===== src/rtl/pipe_reg_hs.sv =====
// pipe_reg_hs: one pipeline stage register with a valid/ready handshake,
// a 2-entry skid buffer and a synchronous flush.
//
// in_ready and out_valid depend only on registered occupancy state, so
// back-pressure travels one stage per cycle. There is no combinational path
// from out_ready to in_ready.
//
// Optional build macro PIPE_REG_PERF_EN adds two saturating performance
// counters (stall_cnt, bubble_cnt). When the macro is undefined, those ports
// and their logic are absent.
module pipe_reg_hs #(
    parameter int unsigned            WIDTH     = 64,
    parameter logic [WIDTH-1:0]       RESET_VAL = '0,
    parameter int unsigned            CNT_W     = 16
) (
    input  logic                clk,
    input  logic                rst,
    input  logic                flush,
    input  logic                in_valid,
    output logic                in_ready,
    input  logic [WIDTH-1:0]    in_data,
    output logic                out_valid,
    input  logic                out_ready,
    output logic [WIDTH-1:0]    out_data
`ifdef PIPE_REG_PERF_EN
    ,
    output logic [CNT_W-1:0]    stall_cnt,
    output logic [CNT_W-1:0]    bubble_cnt
`else
`endif
);

    // Occupancy of the stage: nothing held, main register only, or main plus skid.
    typedef enum logic [1:0] {
        EMPTY = 2'd0,
        ONE   = 2'd1,
        TWO   = 2'd2
    } state_t;

    state_t             state_q;
    state_t             state_d;
    logic [WIDTH-1:0]   main_q;
    logic [WIDTH-1:0]   main_d;
    logic [WIDTH-1:0]   skid_q;
    logic [WIDTH-1:0]   skid_d;

    logic               in_fire;
    logic               out_fire;

    // Handshake outputs come straight from the state register.
    always_comb begin
        in_ready  = (state_q != TWO);
        out_valid = (state_q != EMPTY);
        out_data  = main_q;
        in_fire   = in_valid & in_ready;
        out_fire  = out_valid & out_ready;
    end

    // Next occupancy and data movement. The skid entry always drains into main.
    always_comb begin
        state_d = state_q;
        main_d  = main_q;
        skid_d  = skid_q;

        if (flush) begin
            // Every held entry is killed. Data registers keep stale values,
            // which is harmless because out_valid drops.
            state_d = EMPTY;
        end else begin
            case (state_q)
                EMPTY: begin
                    if (in_fire) begin
                        state_d = ONE;
                        main_d  = in_data;
                    end
                end
                ONE: begin
                    if (in_fire && out_fire) begin
                        state_d = ONE;
                        main_d  = in_data;
                    end else if (in_fire) begin
                        state_d = TWO;
                        skid_d  = in_data;
                    end else if (out_fire) begin
                        state_d = EMPTY;
                    end
                end
                TWO: begin
                    if (out_fire) begin
                        state_d = ONE;
                        main_d  = skid_q;
                    end
                end
                default: begin
                    state_d = EMPTY;
                end
            endcase
        end
    end

    // State and data registers. Reset drops both entries with no partial transfer.
    always_ff @(posedge clk) begin
        if (!rst) begin
            state_q <= EMPTY;
            main_q  <= RESET_VAL;
            skid_q  <= RESET_VAL;
        end else begin
            state_q <= state_d;
            main_q  <= main_d;
            skid_q  <= skid_d;
        end
    end

`ifdef PIPE_REG_PERF_EN
    logic [CNT_W-1:0]   stall_cnt_q;
    logic [CNT_W-1:0]   stall_cnt_d;
    logic [CNT_W-1:0]   bubble_cnt_q;
    logic [CNT_W-1:0]   bubble_cnt_d;

    // Saturating event counters. Flush does not clear them.
    always_comb begin
        stall_cnt_d  = stall_cnt_q;
        bubble_cnt_d = bubble_cnt_q;
        if (out_valid && !out_ready && (stall_cnt_q != '1)) begin
            stall_cnt_d = stall_cnt_q + CNT_W'(1);
        end
        if (!out_valid && (bubble_cnt_q != '1)) begin
            bubble_cnt_d = bubble_cnt_q + CNT_W'(1);
        end
    end

    // Counter registers. Only reset clears them.
    always_ff @(posedge clk) begin
        if (!rst) begin
            stall_cnt_q  <= '0;
            bubble_cnt_q <= '0;
        end else begin
            stall_cnt_q  <= stall_cnt_d;
            bubble_cnt_q <= bubble_cnt_d;
        end
    end

    // Counter ports show the registered values.
    always_comb begin
        stall_cnt  = stall_cnt_q;
        bubble_cnt = bubble_cnt_q;
    end
`else
    // No performance counter state is built in this configuration.
`endif

endmodule


===== config.mk =====
export PLATFORM = sky130hd
export DESIGN_NAME = pipe_reg_hs
export DESIGN_NICKNAME = d
export VERILOG_FILES = /design/src/rtl/pipe_reg_hs.sv
export SDC_FILE = /design/constraint.sdc
export NUM_CORES = 1
export LEC_CHECK = 0
export ABC_AREA = 1
export CAP_MARGIN = 5
export CORE_MARGIN = 1
export CORE_UTILIZATION = 40
export CTS_CLUSTER_SIZE = 20
export DETAILED_ROUTE_END_ITERATION = 10
export PLACE_DENSITY = 0.67
export SLEW_MARGIN = 30
export SYNTH_ARGS = -nofsm -noshare
export SYNTH_HDL_FRONTEND = slang
export SYNTH_SLANG_ARGS = --single-unit

===== constraint.sdc =====
create_clock -name clk -period 1.5 [get_ports clk]
set_input_delay 0.3 -clock clk [delete_from_list [all_inputs] [get_ports clk]]
set_output_delay 0.3 -clock clk [all_outputs]
set_load 0.02 [all_outputs]

# ---- Word-level counts from Yosys, hierarchy flattened
# Cells that the tools add are included.
dict set report totals {
  ff_bits 130
  output_inout_bits 66
  elab_cells 33
}
dict set report op_classes {
  n_eq_ne 7
  mux 10
  bitwise 5
  n_reduce_logical 8
}
# op count
set op_table {}
lappend op_table {{$mux W64} 3}
lappend op_table {{$pmux W64 S3} 1}
lappend op_table {{$mux W2} 5}
lappend op_table {{$ne A2 B2 Y1 const B} 4}
lappend op_table {{$pmux W2 S3} 1}
lappend op_table {{$reduce_and A5 Y1} 1}
lappend op_table {{$ne A4 B4 Y1 const B} 1}
lappend op_table {{$reduce_and A4 Y1} 1}
lappend op_table {{$not A1 Y1} 3}
lappend op_table {{$reduce_and A3 Y1} 1}
lappend op_table {{$reduce_bool A3 Y1} 1}
lappend op_table {{$and A1 B1 Y1} 2}
lappend op_table {{$eq A2 B1 Y1 const B} 1}
lappend op_table {{$eq A2 B2 Y1 const B} 1}
lappend op_table {{$logic_not A2 Y1} 1}
lappend op_table {{$reduce_bool A2 Y1} 1}
lappend op_table {{$reduce_or A2 Y1} 1}
lappend op_table {{$logic_and A1 B1 Y1} 1}

# ---- Longest topological paths before layout
# Gate-level depths: netlist of run 1.
dict set report logic_depth {
  word_depth 6
  depth_mapped 9
  mapped_depth_nobuf 7
}

# ---- Worst setup path after synthesis of run 1
# Ideal clock, no wire load.
dict set report synth_timing {
  path_kind {flip-flop to flip-flop}
  startpoint {reg state_q[1]}
  endpoint {reg main_q[26] (netlist: out_data[26])}
  setup_time_ns 0.113
  arrival_time_ns 1.097
  required_ns 1.387
  path_slack_ns 0.290
  path_stages_with_launch 10
  synth_period_minus_slack_ns 1.210
  path_cell_list {dfxtp_1 -> inv_2 -> nand2_1 -> nand2_1 -> nand3_1 -> buf_2 -> buf_2 -> nand2_1 -> nand2_1 -> nor2_1}
}
dict set report synth_between {
  elab_chain_len 5
  elab_cells_between_ends 14
  cone_classes {6 x eq/ne; 1 x mux; 2 x bitwise; 5 x reduce/logical}
}
# element line_no
set synth_rtl {}
lappend synth_rtl {{start, declared} 40} ;# state_t state_q;
lappend synth_rtl {{start signal, assigned} 108} ;# state_q <= state_d;
lappend synth_rtl {{$ne A2 B2 Y1 / $reduce_bool A2 Y1 (equally long branches)} {52, 53}}
lappend synth_rtl {{$and A1 B1 Y1 (on tied branches)} {55, 56}}
lappend synth_rtl {{$logic_and A1 B1 Y1} 78} ;# if (in_fire && out_fire) begin
lappend synth_rtl {{$ne A2 B2 Y1 (no source line)} --}
lappend synth_rtl {{$reduce_and A5 Y1 (no source line)} --}
lappend synth_rtl {{end signal, assigned} 109} ;# main_q <= main_d;
lappend synth_rtl {{end, declared} 42} ;# logic [WIDTH-1:0] main_q;
# Parallel ways exist; a longest one is shown, timed or not.
# A chain may end at the register's enable or synchronous reset.

# ---- Worst setup path after layout of run 1
dict set report layout_timing {
  startpoint {reg state_q[0]}
  endpoint {out in_ready}
}
dict set report layout_between {
  elab_chain_len 1
}
# element line_no
set layout_rtl {}
lappend layout_rtl {{$ne A2 B2 Y1} 52} ;# in_ready = (state_q != TWO);
lappend layout_rtl {{end, declared} 20} ;# output logic in_ready,
# No other way between the ends.

==> impl_metrics.py, run 1 <==
metrics = {
    "clock_tree": {
        "cts_made_buffers": 17,
        "hold_buffers": 0,
        "clock_latency_ps": 420,
        "cts_tree": "built",
        "root_buffer": "clkbuf_16",
        "clk_pin_slew_worst_paths_ps": 60,
        "htreeDepth": 4,
        "clock-sinks": 130,
        "clock_path_buffers": 2,
        "post_cts_buffers": 0,
    },
    "power": {
        "vdd_drop_max_mv": 0.736,
        "switchingPower_mw": 2.25,
        "leakagePower_nw": 3.93,
        "p_per_area_mw_per_mm2": 1100,
        "pwr-share-comb_pct": 13.9,
        "p_sw_share_pct": 26.2,
        "finalPower_mw": 8.60,
        "power_frac_clock_pct": 43.3,
        "p_int_mw": 6.35,
        "p_seq_share_pct": 42.8,
    },
    "sta": {
        "worstMarginPinSlew_ps": 554,
        "drv_slew": 0,
        "period_needed_ps": 1450,
        "max_freq_mhz": 689,
        "grt_setup_unrepaired": "false",
        "slew_headroom_pct": 63.1,
        "hold_viol": 0,
        "final.period_utilization_pct": 96.8,
        "skew_ps": 8.17,
        "setup_viol": 0,
    },
    "global_routing": {
        "grt_usage_pct": 21.2,
        "overflow": 0,
        "grt_first_pass_wirelength_um": 24400,
        "grt_max_degree": 50,
        "antenna_found_initial": 0,
        "first_global_vias": 5068,
    },
    "yosys": {
        "synth_area_per_cell_um2": 6.29,
        "syn_nets": 985,
        "ys_types": 12,
        "syn_inst": 916,
        "yosysSeqAreaShare_pct": 45.1,
        "synth_top_cells_by_area": "dfxtp_1 (45%), nand2_1 (17%), nor2_1 (17%)",
        "ys_warn_count": 0,
        "synth_seq_cells": 130,
        "yosys.area.top_type": "dfxtp_1",
        "synth_top_area_share_pct": 45.1,
        "synth_area_mm2": 0.00576,
    },
    "critical_path": {
        "critPathMaxFanout": 6,
        "end_kind": "output pin",
        "arrival_ps": 1150,
        "cp.required_ps": 1200,
        "startpoint_type": "flip-flop",
        "path_class": "flip-flop to output pin",
    },
    "drt": {
        "wire_per_inst_um": 12.1,
        "via_per_inst": 4.55,
        "via_count": 5569,
        "wl_met2_um": 6810,
        "top_layer": "met4",
        "drc": 0,
        "firstDrtPassIters": 4,
        "wl_met1_um": 7130,
        "ant_nets": 0,
        "wirelength_um": 14800,
        "wl_met3_um": 729,
        "drt_iter0_drc": 336,
    },
    "final_layout": {
        "diodes": 0,
        "drive_above_1_share_pct": 6.22,
        "synthToLayoutAreaGrowth_pct": 35.7,
        "final_nets": 1101,
        "final_core_util_pct": 55.9,
        "n_fill_cell": 1430,
    },
    "outcome": {
        "run_status": "complete, no violations",
    },
    "die": {
        "start_util_pct": 41.2,
        "die-area_mm2": 0.0149,
        "ios": 135,
        "die_y_um": 122,
        "rows": 43,
        "core_mm2": 0.0140,
        "die_x_um": 122,
    },
    "min_path": {
        "hold_class": "input pin to flip-flop",
    },
    "placed_design": {
        "dp_hpwl_um": 9290,
        "port_buffers": 134,
        "gp_congestion": 0.770,
    },
    "job": {
        "maxCapViolCount": 0,
    },
}
-- metal layers --
layer	GRT usage, %	up-vias
met3	5.48	14
met2	34.4	130
met5	0	-
met1	26.9	2410
li1	-	3015
met4	7.79	0
-- registers in the layout, summed over array words and instances (netlist names) --
name      cells
state_q       2
skid_q       64
out_data     64
-- cell usage in the layout (no fill, tap or decap), types with 2 or more instances in the layout --
master and n:
nand2_1 262, nor2_1 259, dfxtp_1 129, clkdlybuf4s50_1 67
inv_1 66, nand3_1 64, dlygate4sd2_1 64, o21ai_1 61
clkbuf_16 17, buf_4 15, buf_12 9, clkinv_2 7
o21ai_0 4, inv_2 3, clkbuf_8 3, nand2_2 2
clkbuf_1 2, clkinvlp_4 2, buf_2 2, buf_6 2
-- synthesized netlist by cell type --
library cell  count
o21ai_0           4
a21oi_1           1
a211oi_1          1
inv_1            66
dfxtp_1         130
o21ai_1          61
buf_2            35
nor2_1          259
nand3_1          65
inv_2             3
clkbuf_1         27
nand2_1         264
-- metrics by stage --
stage,std cells,worst slack (ps),setup TNS (ps),cell area (um^2),hold slack (ps)
detailed placement,1193,-200,-16730,7370,472
floorplan,916,290,0,5760,449
finish,1225,47.9,0,7820,266
global placement,1193,-166,-15250,7370,462
global route,1225,0.613,0,7820,264
CTS,1225,11.0,0,7820,243
-- cell families (layout without fill, tap and decap cells) --
kind of cell / count (synthesis) / in the layout / synth area share (%)
AOI/OAI and AO/OA: 67 / 67 / 5.86
buffers and inverters: 131 / 260 / 9.29
DFF: 130 / 130 / 45.1
and+or+nand+nor: 588 / 588 / 39.7
-- final cells by class --
cell class	count	area (um^2)	area share, %
multi-input combinational	655	2640	33.8
sequential	130	2600	33.3
timing repair buffer	159	1560	19.9
clock buffer	22	474	6.06
inverter	69	259	3.31
tap	180	225	2.88
clock inverter	10	58.8	0.752
-- power groups by stage --
stage	Sequential (mW)	Clock [mW]	Combinational, mW
final	3.68	3.72	1.19
after global routing	3.70	3.97	1.33
after CTS	3.69	3.80	1.20
after detailed placement	3.76	0	1.28
after global placement	3.76	0	1.28
after floorplan	3.91	0	0.516
-- worst max-delay path, cell delays in order (launching register included) --
cell	delay [ps]
dfxtp_1	340
inv_2	80
nand2_2	130
buf_2	190
-- final timing paths --
path / depth (start not counted) / from / end / slack (ps)
max: 3 / state_q[0] / in_ready / 50
min: 3 / rst / out_data[35] / 270
max reg2reg: 6 / state_q[0] / out_data[61] / 140
min reg2reg: 2 / skid_q[52] / skid_q[52] / 480
-- timing repair --
action                                  4_1_cts  5_1_grt
gates resized for setup                      71        3
endpoints found under the setup margin       66       11
endpoints found under the hold margin         0        0
Power figures use the tool's default switching activity.
==> inputs of run 2 (changes only) <==
Settings changed: SKIP_CTS_REPAIR_TIMING set to 1.
==> run 2 against run 1 <==
Effect of this change:
- combinational power up 6%
- die area unchanged
- clock skew about the same
- first-iteration DRC count rose by 3.3%
- routed wire length up 1.0%
- cell count unchanged
==> impl_metrics.py, run 2 (same netlist as run 1, synthesis figures left out) <==
metrics = {
    "global_routing": {
        "grt_first_pass_wirelength_um": 24300,
        "grt_usage_pct": 21.1,
        "first_global_vias": 5043,
        "grt_max_degree": 50,
        "antenna_found_initial": 0,
        "overflow": 0,
    },
    "final_layout": {
        "diodes": 0,
        "multi_input_area_mm2": 0.00264,
        "synthToLayoutAreaGrowth_pct": 40.0,
        "final_nets": 1101,
        "drive_above_1_share_pct": 6.12,
        "mostFrequentLayoutCell": "nand2_1",
        "final_cell_mix": "nand2_1 (262), nor2_1 (259), dfxtp_1 (129), clkdlybuf4s50_1 (67), inv_1 (66)",
        "regArea_mm2": 0.00260,
        "n_fill_cell": 1373,
    },
    "clock_tree": {
        "clock-sinks": 130,
        "clk_pin_slew_worst_paths_ps": 60,
        "cts_made_buffers": 17,
        "htreeDepth": 4,
        "cts_tree": "built",
        "root_buffer": "clkbuf_16",
        "clock_path_buffers": 2,
        "clock_latency_ps": 420,
    },
    "sta": {
        "drv_slew": 0,
        "hold_viol": 0,
        "period_needed_ps": 1460,
        "holdWs_ps": 268,
        "final.period_utilization_pct": 97.1,
        "max_freq_mhz": 687,
        "grt_setup_unrepaired": "true",
        "slew_headroom_pct": 62.7,
        "worstMarginPinSlew_ps": 559,
        "setup_viol": 0,
        "skew_ps": 7.80,
    },
    "die": {
        "die_y_um": 122,
        "die-area_mm2": 0.0149,
        "die_x_um": 122,
        "start_util_pct": 41.2,
        "rows": 43,
        "ios": 135,
        "core_mm2": 0.0140,
    },
    "drt": {
        "wirelength_um": 15000,
        "drc": 0,
        "ant_nets": 0,
        "wire_per_inst_um": 12.2,
        "via_count": 5578,
        "firstDrtPassIters": 4,
        "drt_iter0_drc": 347,
        "via_per_inst": 4.55,
    },
    "power": {
        "switchingPower_mw": 2.26,
        "finalPower_mw": 8.67,
        "p_sw_share_pct": 26.0,
        "p_per_area_mw_per_mm2": 1070,
        "pwr-share-comb_pct": 14.5,
        "p_int_mw": 6.41,
        "leakagePower_nw": 4.71,
        "power_frac_clock_pct": 43.0,
        "vdd_drop_max_mv": 0.734,
        "p_seq_share_pct": 42.5,
    },
    "placed_design": {
        "dp_hpwl_um": 9290,
        "port_buffers": 134,
        "gp_congestion": 0.770,
    },
    "critical_path": {
        "startpoint_type": "flip-flop",
        "cp.required_ps": 1200,
        "critPathMaxFanout": 6,
        "arrival_ps": 1160,
        "end_kind": "output pin",
        "path_class": "flip-flop to output pin",
    },
    "job": {
        "maxCapViolCount": 0,
    },
    "min_path": {
        "hold_class": "input pin to flip-flop",
    },
    "outcome": {
        "run_status": "complete, no violations",
    },
}
run 2: cell count changes in the layout (fill, tap and decap cells not counted):
cell	change
dlymetal6s2s_1	+65
buf_2	-2
dlygate4sd2_1	-64
clkbuf_2	+1
run 2: final cells by class:
cell class	instances	share of cell area (%)
timing repair buffer	159	22.4
multi-input combinational	655	32.8
tap	180	2.79
clock inverter	10	0.729
clock buffer	22	5.88
inverter	69	3.21
sequential	130	32.3
run 2: worst paths after layout:
kind                    from           end  slack [ps]  depth (start not counted)
setup / recovery  state_q[0]      in_ready          40                          3
hold / removal           rst  out_data[63]         270                          3
setup reg to reg  state_q[0]  out_data[25]         130                          7
hold reg to reg   skid_q[52]    skid_q[52]         480                          2
run 2: power by group through the flow:
stage | Clock (mW) | Combinational (mW) | Sequential (mW)
2_1_floorplan | 0 | 0.516 | 3.91
3_3_place_gp | 0 | 1.28 | 3.76
3_5_place_dp | 0 | 1.28 | 3.76
4_1_cts | 3.80 | 1.29 | 3.69
5_1_grt | 3.96 | 1.40 | 3.70
6_report | 3.73 | 1.26 | 3.68
run 2: metrics by stage:
step                setup slack [ps]  utilization [%]  TNS [ps]  cells  instance area, um^2
detailed placement              -200             52.7    -16730   1193                 7370
floorplan                        290                -         0    916                 5760
CTS                             -409             56.5    -12250   1225                 7900
global placement                -166             52.7    -15250   1193                 7370
global route                   -5.01             57.7     -5.01   1225                 8070
finish                          44.2             57.7         0   1225                 8070
run 2: per-layer routing:
metal	vias to the layer above	global-route usage (%)	share of wire, %
met5	-	0	0
met4	0	7.79	1.6
met1	2421	26.9	48
met2	122	34.0	46
li1	3015	-	-
met3	20	5.48	5.0
run 2: worst max-delay path: stages (launching register included):
cell and delay, ps:
dfxtp_1 340, inv_2 70, nand2_2 130, clkbuf_2 190
